--- src/rtl/cb_sram_ctrl.sv ---
// -----------------------------------------------------------------------------
// cb_sram_ctrl
//
// Bridges the LSU core-bus (split write-address / write-data / write-response
// and read-address / read-data channels) onto a single-port synchronous SRAM
// with a 1-cycle read latency.
//
// Package cb_pkg (in this file) carries the core-bus types shared with the
// rest of the core.
//
// Parameters
//   MEM_BASE     byte base address of the SRAM window
//   MEM_KB       SRAM size in KiB; AW word-address bits follow from it
//
// Ports
//   clk          sole clock
//   rst          asynchronous active-low reset
//   cb_mosi_i    core-bus requests from the LSU
//   cb_miso_o    core-bus responses to the LSU
//   sram_en_o    SRAM access enable
//   sram_we_o    SRAM byte write enables (0 = read)
//   sram_addr_o  SRAM word address
//   sram_wdata_o SRAM write data
//   sram_rdata_i SRAM read data, valid one cycle after a read enable
// -----------------------------------------------------------------------------

package cb_pkg;

    localparam logic [1:0] CB_OKAY   = 2'b00;
    localparam logic [1:0] CB_EXOKAY = 2'b01;
    localparam logic [1:0] CB_SLVERR = 2'b10;
    localparam logic [1:0] CB_DECERR = 2'b11;

    typedef struct packed {
        logic        wr_addr_valid;
        logic [31:0] wr_addr;
        logic [2:0]  wr_size;
        logic        wr_data_valid;
        logic [31:0] wr_data;
        logic [3:0]  wr_strobe;
        logic        wr_resp_ready;
        logic        rd_addr_valid;
        logic [31:0] rd_addr;
        logic [2:0]  rd_size;
        logic        rd_ready;
    } s_cb_mosi_t;

    typedef struct packed {
        logic        wr_addr_ready;
        logic        wr_data_ready;
        logic        wr_resp_valid;
        logic [1:0]  wr_resp_error;
        logic        rd_addr_ready;
        logic        rd_valid;
        logic [31:0] rd_data;
        logic [1:0]  rd_resp;
    } s_cb_miso_t;

endpackage

module cb_sram_ctrl
    import cb_pkg::*;
#(
    parameter logic [31:0] MEM_BASE = 32'h8000_0000,
    parameter int          MEM_KB   = 8,
    localparam int         AW       = $clog2(MEM_KB * 256)
) (
    input  logic           clk,
    input  logic           rst,
    input  s_cb_mosi_t     cb_mosi_i,
    output s_cb_miso_t     cb_miso_o,
    output logic           sram_en_o,
    output logic [3:0]     sram_we_o,
    output logic [AW-1:0]  sram_addr_o,
    output logic [31:0]    sram_wdata_o,
    input  logic [31:0]    sram_rdata_i
);

    // Window size in bytes, one bit wider than the address so the compare
    // cannot overflow even for a window ending at 4 GiB.
    localparam logic [32:0] MEM_BYTES = 33'(longint'(MEM_KB) * 64'd1024);

    // Read data channel: LIVE presents SRAM data straight from the macro,
    // HOLD presents the captured copy after the consumer stalled.
    typedef enum logic [1:0] {
        RD_IDLE = 2'd0,
        RD_LIVE = 2'd1,
        RD_HOLD = 2'd2
    } rd_state_t;

    // -------------------------------------------------------------------------
    // Address decode for both channels: index 0 = write, 1 = read
    // -------------------------------------------------------------------------
    logic [31:0]   dec_addr [2];
    logic [1:0]    dec_hit;
    logic [AW-1:0] dec_word [2];
    logic [1:0]    dec_unused;

    assign dec_addr[0] = cb_mosi_i.wr_addr;
    assign dec_addr[1] = cb_mosi_i.rd_addr;

    genvar gi;
    generate
        for (gi = 0; gi < 2; gi++) begin : g_dec
            logic [31:0] offset;
            assign offset          = dec_addr[gi] - MEM_BASE;
            assign dec_hit[gi]     = (dec_addr[gi] >= MEM_BASE) && ({1'b0, offset} < MEM_BYTES);
            assign dec_word[gi]    = offset[AW+1:2];
            // Byte offset and out-of-window bits never select anything.
            assign dec_unused[gi]  = ^{offset[31:AW+2], offset[1:0]};
        end
    endgenerate

    // Transfer size is irrelevant: every access is a full word with strobes.
    logic size_unused;
    assign size_unused = ^{cb_mosi_i.wr_size, cb_mosi_i.rd_size, dec_unused};

    // -------------------------------------------------------------------------
    // State
    // -------------------------------------------------------------------------
    logic          wa_vld_reg,        wa_vld_next;
    logic [AW-1:0] wa_addr_reg,       wa_addr_next;
    logic          wa_hit_reg,        wa_hit_next;
    logic          wr_resp_valid_reg, wr_resp_valid_next;
    logic [1:0]    wr_resp_err_reg,   wr_resp_err_next;
    rd_state_t     rd_state_reg,      rd_state_next;
    logic          rd_hit_reg,        rd_hit_next;
    logic [31:0]   hold_reg,          hold_next;

    // -------------------------------------------------------------------------
    // Handshakes
    // -------------------------------------------------------------------------
    logic        wr_data_ready;
    logic        wr_addr_ready;
    logic        wdata_fire;
    logic        waddr_fire;
    logic        rd_valid;
    logic        rd_done;
    logic        rd_addr_ready;
    logic        raddr_fire;
    logic [31:0] rd_data_cur;

    // A data beat may complete only while the response slot is free or is
    // being drained this very cycle.
    assign wr_data_ready = wa_vld_reg & ~(wr_resp_valid_reg & ~cb_mosi_i.wr_resp_ready);
    assign wdata_fire    = cb_mosi_i.wr_data_valid & wr_data_ready;
    // The slot refills in the cycle it empties, so writes stream one per clock.
    assign wr_addr_ready = ~wa_vld_reg | wdata_fire;
    assign waddr_fire    = cb_mosi_i.wr_addr_valid & wr_addr_ready;

    assign rd_valid      = (rd_state_reg != RD_IDLE);
    assign rd_done       = rd_valid & cb_mosi_i.rd_ready;
    // A write beat owns the SRAM port this cycle; the read waits.
    assign rd_addr_ready = ~wdata_fire & (~rd_valid | rd_done);
    assign raddr_fire    = cb_mosi_i.rd_addr_valid & rd_addr_ready;

    always_comb begin
        rd_data_cur = 32'd0;
        case (rd_state_reg)
            RD_LIVE: rd_data_cur = rd_hit_reg ? sram_rdata_i : 32'd0;
            RD_HOLD: rd_data_cur = hold_reg;
            default: rd_data_cur = 32'd0;
        endcase
    end

    // -------------------------------------------------------------------------
    // Next-state logic
    // -------------------------------------------------------------------------
    always_comb begin
        wa_vld_next        = wa_vld_reg;
        wa_addr_next       = wa_addr_reg;
        wa_hit_next        = wa_hit_reg;
        wr_resp_valid_next = wr_resp_valid_reg;
        wr_resp_err_next   = wr_resp_err_reg;

        if (waddr_fire) begin
            wa_vld_next  = 1'b1;
            wa_addr_next = dec_word[0];
            wa_hit_next  = dec_hit[0];
        end else if (wdata_fire) begin
            wa_vld_next  = 1'b0;
        end

        if (wdata_fire) begin
            wr_resp_valid_next = 1'b1;
            wr_resp_err_next   = wa_hit_reg ? CB_OKAY : CB_SLVERR;
        end else if (cb_mosi_i.wr_resp_ready) begin
            wr_resp_valid_next = 1'b0;
        end
    end

    always_comb begin
        rd_state_next = rd_state_reg;
        rd_hit_next   = rd_hit_reg;
        hold_next     = hold_reg;

        case (rd_state_reg)
            RD_IDLE: rd_state_next = RD_IDLE;
            RD_LIVE: rd_state_next = cb_mosi_i.rd_ready ? RD_IDLE : RD_HOLD;
            RD_HOLD: rd_state_next = cb_mosi_i.rd_ready ? RD_IDLE : RD_HOLD;
            default: rd_state_next = RD_IDLE;
        endcase

        // SRAM data is only valid for one cycle, so a stalled beat must be
        // captured on its first cycle.
        if (rd_state_reg == RD_LIVE && !cb_mosi_i.rd_ready) begin
            hold_next = rd_data_cur;
        end

        if (raddr_fire) begin
            rd_state_next = RD_LIVE;
            rd_hit_next   = dec_hit[1];
        end
    end

    // -------------------------------------------------------------------------
    // Registers
    // -------------------------------------------------------------------------
    always_ff @(posedge clk or negedge rst) begin
        if (!rst) begin
            wa_vld_reg        <= 1'b0;
            wa_addr_reg       <= '0;
            wa_hit_reg        <= 1'b0;
            wr_resp_valid_reg <= 1'b0;
            wr_resp_err_reg   <= CB_OKAY;
            rd_state_reg      <= RD_IDLE;
            rd_hit_reg        <= 1'b0;
            hold_reg          <= 32'd0;
        end else begin
            wa_vld_reg        <= wa_vld_next;
            wa_addr_reg       <= wa_addr_next;
            wa_hit_reg        <= wa_hit_next;
            wr_resp_valid_reg <= wr_resp_valid_next;
            wr_resp_err_reg   <= wr_resp_err_next;
            rd_state_reg      <= rd_state_next;
            rd_hit_reg        <= rd_hit_next;
            hold_reg          <= hold_next;
        end
    end

    // -------------------------------------------------------------------------
    // SRAM port. Gated by rst so a read request presented during reset
    // cannot reach the macro while the ready outputs sit at their reset values.
    // -------------------------------------------------------------------------
    always_comb begin
        sram_en_o    = 1'b0;
        sram_we_o    = 4'b0000;
        sram_addr_o  = '0;
        sram_wdata_o = 32'd0;
        if (rst) begin
            if (wdata_fire && wa_hit_reg) begin
                sram_en_o    = 1'b1;
                sram_we_o    = cb_mosi_i.wr_strobe;
                sram_addr_o  = wa_addr_reg;
                sram_wdata_o = cb_mosi_i.wr_data;
            end else if (raddr_fire && dec_hit[1]) begin
                sram_en_o    = 1'b1;
                sram_addr_o  = dec_word[1];
            end
        end
    end

    // -------------------------------------------------------------------------
    // Core-bus responses
    // -------------------------------------------------------------------------
    always_comb begin
        cb_miso_o               = '0;
        cb_miso_o.wr_addr_ready = wr_addr_ready;
        cb_miso_o.wr_data_ready = wr_data_ready;
        cb_miso_o.wr_resp_valid = wr_resp_valid_reg;
        cb_miso_o.wr_resp_error = wr_resp_valid_reg ? wr_resp_err_reg : CB_OKAY;
        cb_miso_o.rd_addr_ready = rd_addr_ready;
        cb_miso_o.rd_valid      = rd_valid;
        cb_miso_o.rd_data       = rd_data_cur;
        cb_miso_o.rd_resp       = (rd_valid && !rd_hit_reg) ? CB_SLVERR : CB_OKAY;
    end

endmodule

--- config.mk ---
export PLATFORM = sky130hd
export DESIGN_NAME = cb_sram_ctrl
export DESIGN_NICKNAME = d
export VERILOG_FILES = /design/src/rtl/cb_sram_ctrl.sv
export SDC_FILE = /design/constraint.sdc
export NUM_CORES = 1
export LEC_CHECK = 0
export CELL_PAD_IN_SITES_DETAIL_PLACEMENT = 0
export CELL_PAD_IN_SITES_GLOBAL_PLACEMENT = 1
export CORE_MARGIN = 4
export CORE_UTILIZATION = 24
export DETAILED_ROUTE_END_ITERATION = 7
export PLACE_DENSITY = 0.89
export SYNTH_ARGS = -nofsm -noshare
export SYNTH_HDL_FRONTEND = slang
export SYNTH_SLANG_ARGS = --single-unit
--- constraint.sdc ---
create_clock -name clk -period 2.05 [get_ports clk]
set_clock_uncertainty 0.2 [all_clocks]
set_input_delay 0.3075 -clock clk [delete_from_list [all_inputs] [get_ports clk]]
set_output_delay 0.3075 -clock clk [all_outputs]
set_load 0.01 [all_outputs]
==> results of run 1 <==
==> repair_timing <==
action / CTS / global route
setup endpoints to repair: 85 / 110
hold buffers: 1 / 0
cloned: 8 / 3
pin swaps: 33 / 29
gates resized for setup: 496 / 30
setup buffers: 61 / 10
hold endpoints to repair: 3 / 0
==> worst paths after layout <==
path,endpoint,slack (ns),cells after the start
min,wa_addr_reg[10]$_DFFE_PN0P_,0.03,2
min in group clk,wa_vld_reg$_DFFE_PN0P_,0.29,4
max reg2reg,hold_reg[24]$_DFFE_PN0P_,-0.41,14
max,cb_miso_o[14],-0.43,11
min reg2reg,wr_resp_err_reg[1]$_DFFE_PN0P_,0.30,2
max in group asynchronous,wa_addr_reg[1]$_DFFE_PN0P_,0.94,2
==> cell usage in the layout (no fill, tap or decap), types with 11 or more instances in the layout <==
| master | n |
|---|---|
| buf_4 | 59 |
| nor2b_2 | 13 |
| clkdlybuf4s50_1 | 118 |
| dfrtp_1 | 50 |
| and3_1 | 11 |
| dlygate4sd2_1 | 21 |
| and3_4 | 37 |
| mux2_2 | 33 |
| a22oi_2 | 32 |
| nor2b_1 | 20 |
| buf_6 | 66 |
| buf_2 | 43 |
==> stage by stage <==
step	hold WS [ns]	power [mW]	util, %	setup slack [ns]	area (um^2)
2_1_floorplan	-0.1881	1.305	-	0.1405	3090
3_3_place_gp	0.03338	1.721	44.58	-0.7216	5625
3_5_place_dp	0.03396	1.733	44.58	-0.7566	5625
4_1_cts	0.02458	2.640	53.79	-0.4974	6788
5_1_grt	0.05080	2.742	54.95	-0.5281	6934
6_report	0.02663	2.608	54.95	-0.4335	6934
==> per-layer routing <==
| metal | up-vias | track usage (%) | wire, um |
|---|---|---|---|
| met5 | - | 0 | 0 |
| met4 | 0 | 4.902 | 434 |
| met3 | 22 | 6.061 | 1080 |
| met2 | 162 | 35.99 | 7878 |
| met1 | 1777 | 18.82 | 5106 |
| li1 | 1691 | - | - |
==> where the power goes <==
group | switching [mW] | internal, mW | total, mW
Combinational | 0.261 | 0.434 | 0.695
Sequential | 0.0373 | 1.04 | 1.07
Clock | 0.354 | 0.485 | 0.839
Total | 0.653 | 1.95 | 2.61
==> cell families after synthesis <==
logic type	count (synthesis)	share of synthesized area (%)
buffers and inverters	39	6.567
adders and majority gates	3	1.216
other	1	0.1215
muxes	44	16.05
DFF	50	40.54
AOI/OAI and AO/OA	47	12.24
and+or+nand+nor	114	23.27
==> area by class of cell <==
type                            count  area share, %
Timing Repair Buffer              328          46.36
Multi-Input combinational cell    210          30.15
Sequential cell                    50          18.04
Tap cell                          172          3.104
Clock buffer                        7          2.057
Inverter                            4         0.2165
Clock inverter                      1        0.07218
==> reports/qor.yml, run 1 <==
layout:
  seq_area_um2: 1251
  n_antenna_cell: 0
  finalNonFillerCells: 772
  largest_reg_flops: 32
  fillers: 1107
  area_delta_synth_final_pct: 124.6
  layout-drive-gt1-share_pct: 54.50
  nNetsFinal: 747
  multiInputGateArea_um2: 2091
setup_path:
  critPathArrivalTime_ns: 1.98
  critical_path_buf_inv_count: 7
  worstPathMaxFanout: 8
  slowest_stage: "dfrtp_1"
  crit_path_start: "rd_state_reg[1]$_DFF_PN0_"
  critPathTopFamily: "buffers and inverters"
  cpMostUsedCell: "buf_6"
  end_kind: "output pin"
  reg2reg_from: "rd_state_reg[1]$_DFF_PN0_"
  path_cells: "inv_2 > buf_4 > buf_6 > ha_4 > and2_4 > buf_12 > buf_16 > buf_6 > a22oi_2 > nor2b_2 > buf_2"
  critical_path_class: "reg -> out"
  required_ns: 1.54
  cp-start-kind: "flip-flop"
  max_stage_delay_ns: 0.36
routing:
  ant_nets: 0
  wire_per_inst_um: 18.78
  dr.first_iter.drc_count: 95
  drt_wl_total_mm: 14.50
  firstDrtPassIters: 4
  drc: 0
  viasPerCell: 4.731
  vias: 3652
logic_synthesis:
  synth-seq-cells: 50
  synth_top_cell_area_share_pct: 40.54
  synth_commonest_cells: "dfrtp_1, and3_1, mux2_2"
  synth.cell_area_um2: 3087
  async_flop_share_pct: 100.0
  yosysWarnings: 0
  synth_flop_cell: "dfrtp_1"
  synth_most_common_cell: "dfrtp_1"
  netlist_instances: 298
  ys_seq_area_share_pct: 40.54
  avgSynthCellArea_um2: 10.36
  synth_edf_count: 0
  synth.distinct_cells: 34
  synth.largest_area_cell: "dfrtp_1"
  ys_top_cells_by_area: "dfrtp_1, mux2_2, and3_1, a22oi_1, nor2b_1"
outcome:
  status: "finished, violations left"
  violations: "negative setup slack"
global_route:
  grt_pass1_wl_mm: 21.16
  gr-total-overflow: 0
  grt_max_degree: 42
  track_usage_pct: 18.56
  antenna_found_initial: 0
  grt_pass1_vias: 4014
sta:
  setup-violations-final: 103
  fin_setup_tns_ns: -24.74
  fin_crit_sh_pct: 121.1
  max_freq_mhz: 402.7
  drv_slew: 0
  finalHoldViolCount: 0
  rsz0062_at_grt: "true"
  worst_slack_ns: -0.4335
  period_minus_slack_ns: 2.483
placement:
  hpwl_mm: 9.045
  io_buffers: 221
  routabilityCongestion: 0.7977
  placed_cells: 685
power_and_ir_drop:
  ir_worst_vdd_mv: 0.3071
  leakage_nw: 3.120
  power_density_nw_per_um2: 376.1
floorplan:
  die_y_um: 121.4
  start_util_pct: 24.46
  core_um2: 12620
  die_w_um: 121.4
  ios: 234
  die-area_um2: 14740
  std_cell_rows: 41
clock_network:
  clock_latency_ns: 0.28
  clockRootBuffer: "clkbuf_16"
  path_clk_slew_ns: 0.07
  cts_tree: "done"
  numCtsBuffers: 5
  ctsLongestPathBuffers: 2
  clock-sinks: 50
  htreeDepth: 2
run:
  cap_violations: 0
hold_path:
  hp-class: "in -> async"
Power figures use the tool's default switching activity.
==> run 2, diff against run 1 <==
--- a/config.mk
+++ b/config.mk
@@ -5,6 +5,7 @@
 export SDC_FILE = /design/constraint.sdc
 export NUM_CORES = 1
 export LEC_CHECK = 0
+export CAP_MARGIN = 20
 export CELL_PAD_IN_SITES_DETAIL_PLACEMENT = 0
 export CELL_PAD_IN_SITES_GLOBAL_PLACEMENT = 1
 export CORE_MARGIN = 4
==> constraint.sdc (replaced) <==
create_clock -name clk -period 2.7 [get_ports clk]
set_clock_uncertainty 0.2 [all_clocks]
set_input_delay 0.405 -clock clk [delete_from_list [all_inputs] [get_ports clk]]
set_output_delay 0.405 -clock clk [all_outputs]
set_load 0.01 [all_outputs]
==> run 2 against run 1 <==
The flow now finishes without violations. Sequential power fell by 24%. Utilization fell by 7.9 points. Global-route usage fell by 3.1 points. Via count fell by 9.9%. Non-clock buffer count fell by 64. Clock power fell by 2.7%. Final area fell by 14%. Combinational power fell by 29%. Register-to-register slack improved by 0.97 ns.
==> reports/qor.yml, run 2 (same netlist as run 1, synthesis figures left out) <==
outcome:
  status: "complete, no violations"
power_and_ir_drop:
  power_density_nw_per_um2: 356.4  # -5.2%
  finalPower_mw: 2.114  # -19%
  ir_worst_vdd_mv: 0.2413  # -21%
  leakage_nw: 2.820  # -9.6%
global_route:
  grt_pass1_wl_mm: 18.16  # -14%
  track_usage_pct: 15.46  # -3.1 points
  use_met1_pct: 16.29  # -2.5 points
  globalRoute.busiestLayer: "met2"
  grt_pass1_vias: 3589  # -11%
  antenna_found_initial: 0  # unchanged
  grt_max_degree: 44  # +4.8%
  grtUsageMet2_pct: 28.77  # -7.2 points
  gr-total-overflow: 0  # unchanged
  met3_usage_pct: 5.548  # -0.51 points
clock_network:
  ctsLongestPathBuffers: 2  # unchanged
  htreeDepth: 2  # unchanged
  clockRootBuffer: "clkbuf_16"
  clock-sinks: 50  # unchanged
  numCtsBuffers: 5  # unchanged
  cts_tree: "done"
  path_clk_slew_ns: 0.07  # about the same
  clock_latency_ns: 0.28  # about the same
setup_path:
  critPathTopFamily: "buffers and inverters"
  max_stage_delay_ns: 0.58  # +0.22 ns
  cp-start-kind: "flip-flop"
  r2r_cells: 9  # -5
  critPathArrivalTime_ns: 2.01  # +0.03 ns
  r2r_setup_slack_ns: 0.56  # +0.97 ns
  critical_path_class: "reg -> out"
  end_kind: "output pin"
  reg2reg_from: "rd_state_reg[0]$_DFF_PN0_"
  slowest_stage: "clkdlybuf4s50_1"
  worstPathMaxFanout: 23  # +15
  path_cells: "and2_4 > buf_4 > and3_4 > buf_12 > and3_1 > clkdlybuf4s50_1"
  rr_endpoint: "hold_reg[28]$_DFFE_PN0P_"
  critical_path_buf_inv_count: 3  # -4
  required_ns: 2.10  # +0.56 ns
routing:
  drc: 0  # unchanged
  viasPerCell: 4.645  # -1.8%
  vias: 3289  # -9.9%
  wire_per_inst_um: 16.73  # -11%
  firstDrtPassIters: 4  # unchanged
  ant_nets: 0  # unchanged
  drt_wl_total_mm: 11.85  # -18%
  dr.first_iter.drc_count: 136  # +43%
layout:
  n_antenna_cell: 0  # unchanged
  final_common_cell: "clkdlybuf4s50_1"
  nNetsFinal: 683  # -8.6%
  fin_area_um2: 5932  # -14%
  largest_reg_flops: 32  # unchanged
  area_delta_synth_final_pct: 92.18
  finalNonFillerCells: 708  # -8.3%
  fillers: 1217  # +9.9%
  final_cell_mix: "clkdlybuf4s50_1, dfrtp_1, and3_1, dlygate4sd2_1, mux2_2"
  layout-drive-gt1-share_pct: 23.51  # -31 points
  final_core_util_pct: 47.01  # -7.9 points
floorplan:
  std_cell_rows: 41  # unchanged
  ios: 234  # unchanged
  die_w_um: 121.4  # unchanged
  die_y_um: 121.4  # unchanged
  start_util_pct: 24.46  # unchanged
  core_um2: 12620  # unchanged
  die-area_um2: 14740  # unchanged
sta:
  period_minus_slack_ns: 2.619
  fin_crit_sh_pct: 97.00
  finalHoldViolCount: 0  # unchanged
  setup-violations-final: 0  # -100%
  whs_ns: 0.09338  # +0.06675 ns
  drv_slew: 0  # unchanged
  relSlewSlack_pct: 61.25
  max_freq_mhz: 381.8
  worst_pin_slew_ns: 0.5798
placement:
  io_buffers: 221  # unchanged
  hpwl_mm: 8.857  # -2.1%
  routabilityCongestion: 0.8152  # +2.2%
  placed_cells: 678  # -1.0%
  placed_area_um2: 5535  # -1.6%
hold_path:
  hp-class: "in -> async"
run:
  cap_violations: 0  # unchanged
[run 2: cell type report]
cell class                 count  area [um^2]  share of cell area [%]
clock buffer                   5        125.1                   2.109
clock inverter                 3        68.82                   1.160
inverter                       4        15.01                  0.2531
multi-input combinational    210         1709                   28.81
sequential                    50         1251                   21.09
tap                          172        215.2                   3.628
timing repair buffer         264         2547                   42.94
[run 2: timing repair]
| action | CTS | global route |
|---|---|---|
| hold buffers | 1 | 0 |
| hold endpoints to repair | 8 | 0 |
| pin swaps | 5 | 8 |
| cloned | 3 | 0 |
| setup endpoints to repair | 70 | 28 |
| gates resized for setup | 114 | 50 |
| setup buffers | 12 | 6 |
[run 2: worst max-delay path by stage]
stage,start,endpoint,slack (ns),cells past startpoint
after floorplan,rd_state_reg[0]$_DFF_PN0_,sram_addr_o[1],0.69,6
after global placement,cb_mosi_i[20],sram_addr_o[5],-0.33,7
after detailed placement,cb_mosi_i[21],sram_addr_o[5],-0.31,7
after CTS,rd_state_reg[0]$_DFF_PN0_,sram_addr_o[5],-0.19,9
after global routing,rd_state_reg[0]$_DFF_PN0_,cb_miso_o[27],-0.02,8
final,wa_vld_reg$_DFFE_PN0P_,sram_we_o[2],0.08,6
[run 2: where the power goes]
group | leakage [nW] | switching [mW] | total (mW) | internal, mW
combinational | 2.07 | 0.174 | 0.490 | 0.315
sequential | 0.661 | 0.0228 | 0.809 | 0.786
clock | 0.0940 | 0.283 | 0.816 | 0.533
[run 2: layer usage]
metal	part of all wire, %	vias to the layer above
li1	-	1557
met3	9.0	18
met2	51	152
met5	0	-
met1	37	1562
met4	2.7	0
[run 2: worst reg2reg max path: stages, from the launching register on]
cell and delay, ns:
dfrtp_1 0.36, inv_2 0.06, buf_4 0.12, buf_4 0.12
ha_2 0.21, bufbuf_16 0.30, a22oi_1 0.19, nor2b_1 0.09
buf_4 0.13, mux2_2 0.25
[run 2: metrics by stage]
| stage | setup WS (ns) | TNS [ns] |
|---|---|---|
| CTS | -0.1857 | -0.2952 |
| global placement | -0.3286 | -9.656 |
| finish | 0.08106 | 0 |
| detailed placement | -0.3133 | -9.923 |
| global route | -0.01753 | -0.01753 |
| floorplan | 0.6930 | 0 |
